--- src/rtl/frame_writer_pkg.sv ---
// Shared definitions for the host-memory frame writer: geometry, FSM encodings,
// header layout and frame-ring address construction.
package frame_writer_pkg;

  localparam int CACHE_WIDTH      = 512;
  localparam int UMF_WIDTH        = 128;
  localparam int ADDR_WIDTH       = 32;
  localparam int LOG_FRAME_NUMBER = 2;
  localparam int LOG_FRAME_CHUNKS = 6;
  localparam int WORDS_PER_LINE   = CACHE_WIDTH / UMF_WIDTH;
  localparam int LOG_WORDS        = $clog2(WORDS_PER_LINE);
  localparam int BASE_WIDTH       = ADDR_WIDTH - LOG_FRAME_NUMBER - LOG_FRAME_CHUNKS;
  localparam int CHUNK_CNT_WIDTH  = LOG_FRAME_CHUNKS + 1;

  localparam logic [2:0] ST_IDLE         = 3'd0;
  localparam logic [2:0] ST_POLL_HEADER  = 3'd1;
  localparam logic [2:0] ST_WAIT_HEADER  = 3'd2;
  localparam logic [2:0] ST_FILL         = 3'd3;
  localparam logic [2:0] ST_WRITE_LINE   = 3'd4;
  localparam logic [2:0] ST_DRAIN        = 3'd5;
  localparam logic [2:0] ST_WRITE_HEADER = 3'd6;

  typedef struct packed {
    logic [CACHE_WIDTH-LOG_FRAME_CHUNKS-2:0] rsvd;
    logic [LOG_FRAME_CHUNKS-1:0]             count;
    logic                                    valid;
  } header_t;

  function automatic logic [CACHE_WIDTH-1:0] pack_header(input logic [LOG_FRAME_CHUNKS-1:0] count);
    header_t hdr;
    hdr       = '0;
    hdr.valid = 1'b1;
    hdr.count = count;
    return hdr;
  endfunction

  function automatic header_t unpack_header(input logic [CACHE_WIDTH-1:0] line);
    return header_t'(line);
  endfunction

  function automatic logic [ADDR_WIDTH-1:0] frame_addr(input logic [BASE_WIDTH-1:0]       base,
                                                       input logic [LOG_FRAME_NUMBER-1:0] frame,
                                                       input logic [LOG_FRAME_CHUNKS-1:0] chunk);
    return {base, frame, chunk};
  endfunction

endpackage

--- src/rtl/frame_writer_if.sv ---
// Bus bundle between the frame writer, the UMF transmit stream and the
// read/write channel arbiter.
interface frame_writer_if;
  import frame_writer_pkg::*;

  logic [UMF_WIDTH-1:0]   tx_data;
  logic                   tx_enable;
  logic                   tx_rdy;
  logic                   rd_req;
  logic [ADDR_WIDTH-1:0]  rd_addr;
  logic                   rd_grant;
  logic                   rsp_valid;
  logic                   rsp_is_writer;
  logic [CACHE_WIDTH-1:0] rsp_data;
  logic                   wr_req;
  logic [ADDR_WIDTH-1:0]  wr_addr;
  logic [CACHE_WIDTH-1:0] wr_data;
  logic                   wr_grant;
  logic                   wr_ack;

  modport master (
    input  tx_data, tx_enable, rd_grant, rsp_valid, rsp_is_writer, rsp_data, wr_grant, wr_ack,
    output tx_rdy, rd_req, rd_addr, wr_req, wr_addr, wr_data
  );

  modport slave (
    output tx_data, tx_enable, rd_grant, rsp_valid, rsp_is_writer, rsp_data, wr_grant, wr_ack,
    input  tx_rdy, rd_req, rd_addr, wr_req, wr_addr, wr_data
  );

endinterface

--- src/rtl/frame_writer_line_packer.sv ---
// Packs UMF words into a cache-line buffer, lane by lane; clr empties the line.
module frame_writer_line_packer
  import frame_writer_pkg::*;
(
  input  logic                   clk,
  input  logic                   resetb,
  input  logic                   clr,
  input  logic                   wr_en,
  input  logic [UMF_WIDTH-1:0]   data,
  output logic [CACHE_WIDTH-1:0] line,
  output logic                   full,
  output logic                   partial
);

  logic [LOG_WORDS-1:0]   word_idx_r;
  logic [CACHE_WIDTH-1:0] line_r;

  // lane write and word index advance; clearing wins over a write
  always_ff @(posedge clk) begin
    if (!resetb || clr) begin
      line_r     <= '0;
      word_idx_r <= '0;
    end else if (wr_en) begin
      line_r[word_idx_r*UMF_WIDTH +: UMF_WIDTH] <= data;
      word_idx_r <= word_idx_r + LOG_WORDS'(1);
    end
  end

  assign line    = line_r;
  assign full    = wr_en && (word_idx_r == LOG_WORDS'(WORDS_PER_LINE - 1));
  assign partial = (word_idx_r != '0);

endmodule

--- src/rtl/frame_writer.sv ---
// Transmit-side frame writer: fills host-memory frame ring chunks with packed
// UMF lines, then publishes the frame by writing its header once data is acked.
module frame_writer
  import frame_writer_pkg::*;
#(
  parameter int FLUSH_TIMEOUT   = 64,
  parameter int MAX_OUTSTANDING = 8
) (
  input  logic                  clk,
  input  logic                  resetb,
  input  logic                  afu_en,
  input  logic [BASE_WIDTH-1:0] frame_base,
  frame_writer_if.master        bus,
  output logic [31:0]           dbg_state
);

  localparam int OUT_W  = $clog2(MAX_OUTSTANDING + 1);
  localparam int IDLE_W = $clog2(FLUSH_TIMEOUT + 1);
  localparam logic [CHUNK_CNT_WIDTH-1:0] LAST_CHUNK = CHUNK_CNT_WIDTH'((1 << LOG_FRAME_CHUNKS) - 1);

  logic [2:0]                  state_r, state_s;
  logic [LOG_FRAME_NUMBER-1:0] frame_r, frame_s;
  logic [CHUNK_CNT_WIDTH-1:0]  chunk_r, chunk_s;
  logic [IDLE_W-1:0]           idle_r, idle_s;
  logic [OUT_W-1:0]            outst_r;
  logic                        flush_r, flush_s;
  logic                        srst_s, grant_s, ack_s;
  logic                        pack_wr_s, pack_clr_s, pack_full_s, pack_partial_s;
  logic [CACHE_WIDTH-1:0]      line_s;
  logic [LOG_FRAME_CHUNKS-1:0] hdr_cnt_s;
  header_t                     rsp_hdr_s;
  logic                        unused_hdr_s;

  assign srst_s    = !afu_en;
  assign grant_s   = bus.wr_grant && bus.wr_req;
  assign ack_s     = bus.wr_ack && (outst_r != '0);
  assign rsp_hdr_s = unpack_header(bus.rsp_data);
  assign hdr_cnt_s = LOG_FRAME_CHUNKS'(chunk_r - CHUNK_CNT_WIDTH'(1));
  assign unused_hdr_s = ^{rsp_hdr_s.rsvd, rsp_hdr_s.count};

  frame_writer_line_packer u_packer (
    .clk     (clk),
    .resetb  (resetb),
    .clr     (pack_clr_s),
    .wr_en   (pack_wr_s),
    .data    (bus.tx_data),
    .line    (line_s),
    .full    (pack_full_s),
    .partial (pack_partial_s)
  );

  // next-state and counter updates for the frame FSM
  always_comb begin
    state_s    = state_r;
    frame_s    = frame_r;
    chunk_s    = chunk_r;
    idle_s     = idle_r;
    flush_s    = flush_r;
    pack_wr_s  = 1'b0;
    pack_clr_s = srst_s;
    case (state_r)
      ST_IDLE: state_s = ST_POLL_HEADER;
      ST_POLL_HEADER: begin
        if (bus.rd_grant) state_s = ST_WAIT_HEADER;
        else              state_s = ST_POLL_HEADER;
      end
      ST_WAIT_HEADER: begin
        if (bus.rsp_valid && bus.rsp_is_writer) begin
          if (rsp_hdr_s.valid) begin
            state_s = ST_POLL_HEADER;
          end else begin
            state_s = ST_FILL;
            chunk_s = CHUNK_CNT_WIDTH'(1);
            idle_s  = '0;
            flush_s = 1'b0;
          end
        end else begin
          state_s = ST_WAIT_HEADER;
        end
      end
      ST_FILL: begin
        if (bus.tx_enable) begin
          pack_wr_s = 1'b1;
          idle_s    = '0;
          if (pack_full_s) state_s = ST_WRITE_LINE;
          else             state_s = ST_FILL;
        end else if (idle_r == IDLE_W'(FLUSH_TIMEOUT)) begin
          // an empty line with no chunks written yet is never published
          idle_s = '0;
          if (pack_partial_s) begin
            state_s = ST_WRITE_LINE;
            flush_s = 1'b1;
          end else if (chunk_r > CHUNK_CNT_WIDTH'(1)) begin
            state_s = ST_DRAIN;
          end else begin
            state_s = ST_FILL;
          end
        end else begin
          idle_s = idle_r + IDLE_W'(1);
        end
      end
      ST_WRITE_LINE: begin
        if (grant_s) begin
          pack_clr_s = 1'b1;
          idle_s     = '0;
          chunk_s    = chunk_r + CHUNK_CNT_WIDTH'(1);
          flush_s    = 1'b0;
          if ((chunk_r == LAST_CHUNK) || flush_r) state_s = ST_DRAIN;
          else                                    state_s = ST_FILL;
        end else begin
          state_s = ST_WRITE_LINE;
        end
      end
      ST_DRAIN: begin
        if (outst_r == '0) state_s = ST_WRITE_HEADER;
        else               state_s = ST_DRAIN;
      end
      ST_WRITE_HEADER: begin
        if (grant_s) begin
          frame_s = frame_r + LOG_FRAME_NUMBER'(1);
          chunk_s = '0;
          state_s = ST_POLL_HEADER;
        end else begin
          state_s = ST_WRITE_HEADER;
        end
      end
      default: state_s = ST_IDLE;
    endcase
  end

  // FSM and counter registers; afu_en low behaves like reset
  always_ff @(posedge clk) begin
    if (!resetb || srst_s) begin
      state_r <= ST_IDLE;
      frame_r <= '0;
      chunk_r <= '0;
      idle_r  <= '0;
      flush_r <= 1'b0;
    end else begin
      state_r <= state_s;
      frame_r <= frame_s;
      chunk_r <= chunk_s;
      idle_r  <= idle_s;
      flush_r <= flush_s;
    end
  end

  // outstanding write counter, saturating at zero on stray acks
  always_ff @(posedge clk) begin
    if (!resetb || srst_s) begin
      outst_r <= '0;
    end else begin
      case ({grant_s, ack_s})
        2'b10:   outst_r <= outst_r + OUT_W'(1);
        2'b01:   outst_r <= outst_r - OUT_W'(1);
        default: outst_r <= outst_r;
      endcase
    end
  end

  assign bus.tx_rdy  = (state_r == ST_FILL);
  assign bus.rd_req  = (state_r == ST_POLL_HEADER);
  assign bus.rd_addr = frame_addr(frame_base, frame_r, '0);
  assign bus.wr_req  = ((state_r == ST_WRITE_LINE) && (outst_r < OUT_W'(MAX_OUTSTANDING))) ||
                       (state_r == ST_WRITE_HEADER);
  assign bus.wr_addr = frame_addr(frame_base, frame_r,
                                  (state_r == ST_WRITE_HEADER) ? '0 : chunk_r[LOG_FRAME_CHUNKS-1:0]);
  assign bus.wr_data = (state_r == ST_WRITE_HEADER) ? pack_header(hdr_cnt_s) : line_s;
  assign dbg_state   = 32'({state_r, frame_r, chunk_r, outst_r});

endmodule

--- src/flat_wrapper.sv ---
// flat-port wrapper written by rule: the top's interface ports become plain ports
module frame_writer_flat import frame_writer_pkg::*;
#(
  parameter int FLUSH_TIMEOUT   = 64,
  parameter int MAX_OUTSTANDING = 8
)
  (clk, resetb, afu_en, frame_base, dbg_state, bus_tx_data, bus_tx_enable, bus_rd_grant, bus_rsp_valid, bus_rsp_is_writer, bus_rsp_data, bus_wr_grant, bus_wr_ack, bus_tx_rdy, bus_rd_req, bus_rd_addr, bus_wr_req, bus_wr_addr, bus_wr_data);
  frame_writer_if bus_i ();
  input  logic clk;
  input  logic resetb;
  input  logic afu_en;
  input  logic [BASE_WIDTH-1:0] frame_base;
  output logic [31:0] dbg_state;
  input wire logic [$bits(bus_i.tx_data)-1:0] bus_tx_data;
  input wire logic [$bits(bus_i.tx_enable)-1:0] bus_tx_enable;
  input wire logic [$bits(bus_i.rd_grant)-1:0] bus_rd_grant;
  input wire logic [$bits(bus_i.rsp_valid)-1:0] bus_rsp_valid;
  input wire logic [$bits(bus_i.rsp_is_writer)-1:0] bus_rsp_is_writer;
  input wire logic [$bits(bus_i.rsp_data)-1:0] bus_rsp_data;
  input wire logic [$bits(bus_i.wr_grant)-1:0] bus_wr_grant;
  input wire logic [$bits(bus_i.wr_ack)-1:0] bus_wr_ack;
  output wire logic [$bits(bus_i.tx_rdy)-1:0] bus_tx_rdy;
  output wire logic [$bits(bus_i.rd_req)-1:0] bus_rd_req;
  output wire logic [$bits(bus_i.rd_addr)-1:0] bus_rd_addr;
  output wire logic [$bits(bus_i.wr_req)-1:0] bus_wr_req;
  output wire logic [$bits(bus_i.wr_addr)-1:0] bus_wr_addr;
  output wire logic [$bits(bus_i.wr_data)-1:0] bus_wr_data;
  assign bus_i.tx_data = bus_tx_data;
  assign bus_i.tx_enable = bus_tx_enable;
  assign bus_i.rd_grant = bus_rd_grant;
  assign bus_i.rsp_valid = bus_rsp_valid;
  assign bus_i.rsp_is_writer = bus_rsp_is_writer;
  assign bus_i.rsp_data = bus_rsp_data;
  assign bus_i.wr_grant = bus_wr_grant;
  assign bus_i.wr_ack = bus_wr_ack;
  assign bus_tx_rdy = bus_i.tx_rdy;
  assign bus_rd_req = bus_i.rd_req;
  assign bus_rd_addr = bus_i.rd_addr;
  assign bus_wr_req = bus_i.wr_req;
  assign bus_wr_addr = bus_i.wr_addr;
  assign bus_wr_data = bus_i.wr_data;
  frame_writer #(.FLUSH_TIMEOUT(FLUSH_TIMEOUT), .MAX_OUTSTANDING(MAX_OUTSTANDING)) u_core (.clk(clk), .resetb(resetb), .afu_en(afu_en), .frame_base(frame_base), .bus(bus_i), .dbg_state(dbg_state));
endmodule
--- config.mk ---
export PLATFORM = sky130hd
export DESIGN_NAME = frame_writer_flat
export DESIGN_NICKNAME = d
export VERILOG_FILES = /design/src/rtl/frame_writer_pkg.sv /design/src/rtl/frame_writer_if.sv /design/src/rtl/frame_writer_line_packer.sv /design/src/rtl/frame_writer.sv /design/src/flat_wrapper.sv
export SDC_FILE = /design/constraint.sdc
export NUM_CORES = 1
export LEC_CHECK = 0
export ABC_AREA = 0
export ABC_CLOCK_PERIOD_IN_PS = 2290
export BUFFER_PORTS_ARGS = -buffer_cell sky130_fd_sc_hd__buf_4
export CAP_MARGIN = 5
export CORE_AREA = 2 2 500 502
export DETAILED_ROUTE_END_ITERATION = 16
export DIE_AREA = 0 0 502 504
export HOLD_SLACK_MARGIN = 0.15
export PLACE_DENSITY_LB_ADDON = 0.2
export SYNTH_ARGS = -nofsm -noshare
export SYNTH_HDL_FRONTEND = slang
export SYNTH_SLANG_ARGS = --single-unit
--- constraint.sdc ---
create_clock -name clk -period 2.29 [get_ports clk]
set_input_delay 0.3435 -clock clk [delete_from_list [all_inputs] [get_ports clk]]
set_output_delay 0.3435 -clock clk [all_outputs]
set_load 0.01 [all_outputs]
==> out/qor.txt <==
Status: complete, but fails checks
Failing checks: negative setup slack
Die Ht: 504 um
Asr flop ratio synth: 0%
First-pass GRT wire length: 202 mm
Port Buffer Count: 678
Final core utilization: 16.4%
Sum of negative setup slack: -105.45 ns
Area delta synth->final: 66.1%
WL final: 149 mm
Period utilization: 112%
Post-synth top area share: 44.0%
GPL Wtd Cong: 0.760
Worst-path maximum fanout: 16
Top area cells in the synthesized netlist: dfxtp_1, and2_1, nand3_1
Number of max-cap violations: 0
Largest net degree at the start of global routing: 65
Tmin final: 2.57 ns
Core area: 248000 um2
CTS Buffer Depth: 3
Rows: 183
Aggregate global routing overflow: 0
Cell area after synthesis: 24500 um2
Syn_area_per_cell: 7.77 um2
PwrDens: 553 nW/um2
Vias in the first global route: 24977
Synth Warn #: 0
RSZ-0062 raised after global routing: yes
Wirelength per Cell: 20.3 um
Nets@finish: 4626
Worst Path Arrival: 2.23 ns
Drt first pass iters: 5
Slew Limit Fails: 0
Peak supply drop: 0.448 mV
Fmax: 389 MHz
Register area share after synthesis: 44.0%
Post-synth top flop: dfxtp_1
Drt initial violations: 1282
Via count: 25216
H-Tree Depth: 3
Layout cells sized above 1: 32.2%
DRC: 0
Drt via density: 3.44
Clk sinks: 538
IO Pins: 1284
GRT Total Usage: 11.1%
Crit Path Class: reg2out
Startpoint Class: flip-flop
Post-synth cell types: 52
Number of synthesized flops with an enable pin: 0
TritonCTS clock tree: yes
CTS Buf Count: 75
Fin worst setup slack: -0.280 ns
Number of synthesized register bits: 538
Clock root buffer: clkbuf_16
Worst-Margin Slew: 0.569 ns
Leakage Power: 0.0149 uW
HPWL after DPL: 103 mm
Syn Inst Count: 3151
Final hold viol count: 0
Hold_ws: 0.310 ns
Clock-pin transition on the worst setup and hold timing paths: 0.05 ns
Initial Util: 9.89%
Placement Setup Slack: -0.0492 ns
Synth area leader: dfxtp_1
List of most frequent post-synthesis cells: dfxtp_1, nand2_1, nand3_1, a21oi_1, and2_1
Die area: 253000 um2
Worst-skew pair later-pin latency: 0.69 ns
Post-DRT Antenna Nets: 0
Initial antenna violation count: 17
Worst Skew: 0.0236 ns
Die width: 502 um
Hold crit path type: in2reg
Slew headroom: 61.8%
CP endpoint kind: primary output
Required @ worst endpoint: 1.95 ns
Final setup fails: 511
critical path, stage by stage, from the launching register on:
cell and delay [ns]:
dfxtp_2 0.32, nor2b_4 0.14, buf_6 0.13, nand2_8 0.07, buf_16 0.16, buf_12 0.18
buf_16 0.15, and2_1 0.20, buf_4 0.16
path summary, 6_finish.rpt:
kind	startpoint	cells after the start	endpoint	slack, ns
worst max-delay path	u_core.state_r[2]	8	bus_wr_data[36]	-0.28
worst min-delay path	bus_rsp_is_writer	5	u_core.state_r[1]	0.31
worst max register to register	u_core.state_r[2]	12	u_core.outst_r[3]	-0.05
worst min register to register	u_core.u_packer.line[71]	2	u_core.u_packer.line[71]	0.44
repair_timing:
| action | CTS | global route |
|---|---|---|
| endpoints found under the setup margin | 520 | 577 |
| cloned | 26 | 15 |
| setup buffers | 19 | 16 |
| hold buffers | 134 | 0 |
| gates resized for setup | 258 | 248 |
| hold endpoints to repair | 524 | 0 |
| pin swaps | 75 | 68 |
layout make-up:
class | count | area [um2]
Antenna cell | 8 | 20.0
Clock buffer | 109 | 2160
Clock inverter | 26 | 332
Fill cell | 28136 | 207000
Inverter | 11 | 41.3
Multi-Input combinational cell | 2255 | 12300
Sequential cell | 538 | 10800
Tap cell | 3330 | 4170
Timing Repair Buffer | 1058 | 10900
registers in the layout (all words and copies together), names as in the netlist:
register and cells:
u_core.frame_r 2, u_core.outst_r 4, u_core.flush_r 1, u_core.state_r 3
u_core.u_packer.line 512, u_core.u_packer.word_idx_r 2, u_core.chunk_r 7, u_core.idle_r 7
per-layer routing:
layer / global-route usage (%) / wire length, um / vias to the layer above
met4: 4.12 / 5020 / 8
met2: 17.4 / 65400 / 929
met1: 14.2 / 66000 / 12126
met3: 3.58 / 12400 / 192
met5: 0 / 55 / -
li1: - / - / 11961
placed cells by master (no fill, tap or decap), drive strengths merged, types with 2 or more instances in the layout:
| cell | instances |
|---|---|
| xnor2 | 15 |
| clkbuf | 122 |
| nor2b | 5 |
| nand3 | 521 |
| nand4 | 2 |
| and2 | 512 |
| clkinvlp | 6 |
| diode | 8 |
| nand2 | 538 |
| dlygate4sd3 | 134 |
| dfxtp | 538 |
| clkinv | 12 |
| nor2 | 33 |
| nor4b | 3 |
| a31oi | 2 |
| nor3 | 9 |
| bufinv | 4 |
| o21ai | 11 |
| a2bb2oi | 2 |
| o21bai | 2 |
| a211oi | 2 |
| inv | 15 |
| nor3b | 8 |
| xor2 | 6 |
| a21oi | 525 |
| and3 | 5 |
| nand4b | 2 |
| ha | 13 |
| buf | 910 |
| conb | 22 |
power breakdown:
group	internal, uW	switching, uW	leakage, uW	total [uW]
logic	411	594	0.00940	1000
clock network	7050	5060	0.00120	12100
registers	9360	2.81	0.00433	9370
through the flow:
stage	cell area, um2	power, uW	std cells
global placement	34000	10400	6993
detailed placement	34000	10400	6993
CTS	39600	23000	7306
global route	40700	23400	7333
finish	40700	22500	7335
floorplan	24600	9970	3172
kinds of logic after synthesis:
family                   synth area share [%]
AND/OR/NAND/NOR                          33.7
AO/OA/AOI/OAI                            11.7
XOR/XNOR                                0.751
other                                  0.0153
buffers and inverters                    9.13
adder cells (fa/ha/maj)                 0.746
flip-flops                               44.0
Note: power is estimated with default switching activity, not from simulation.
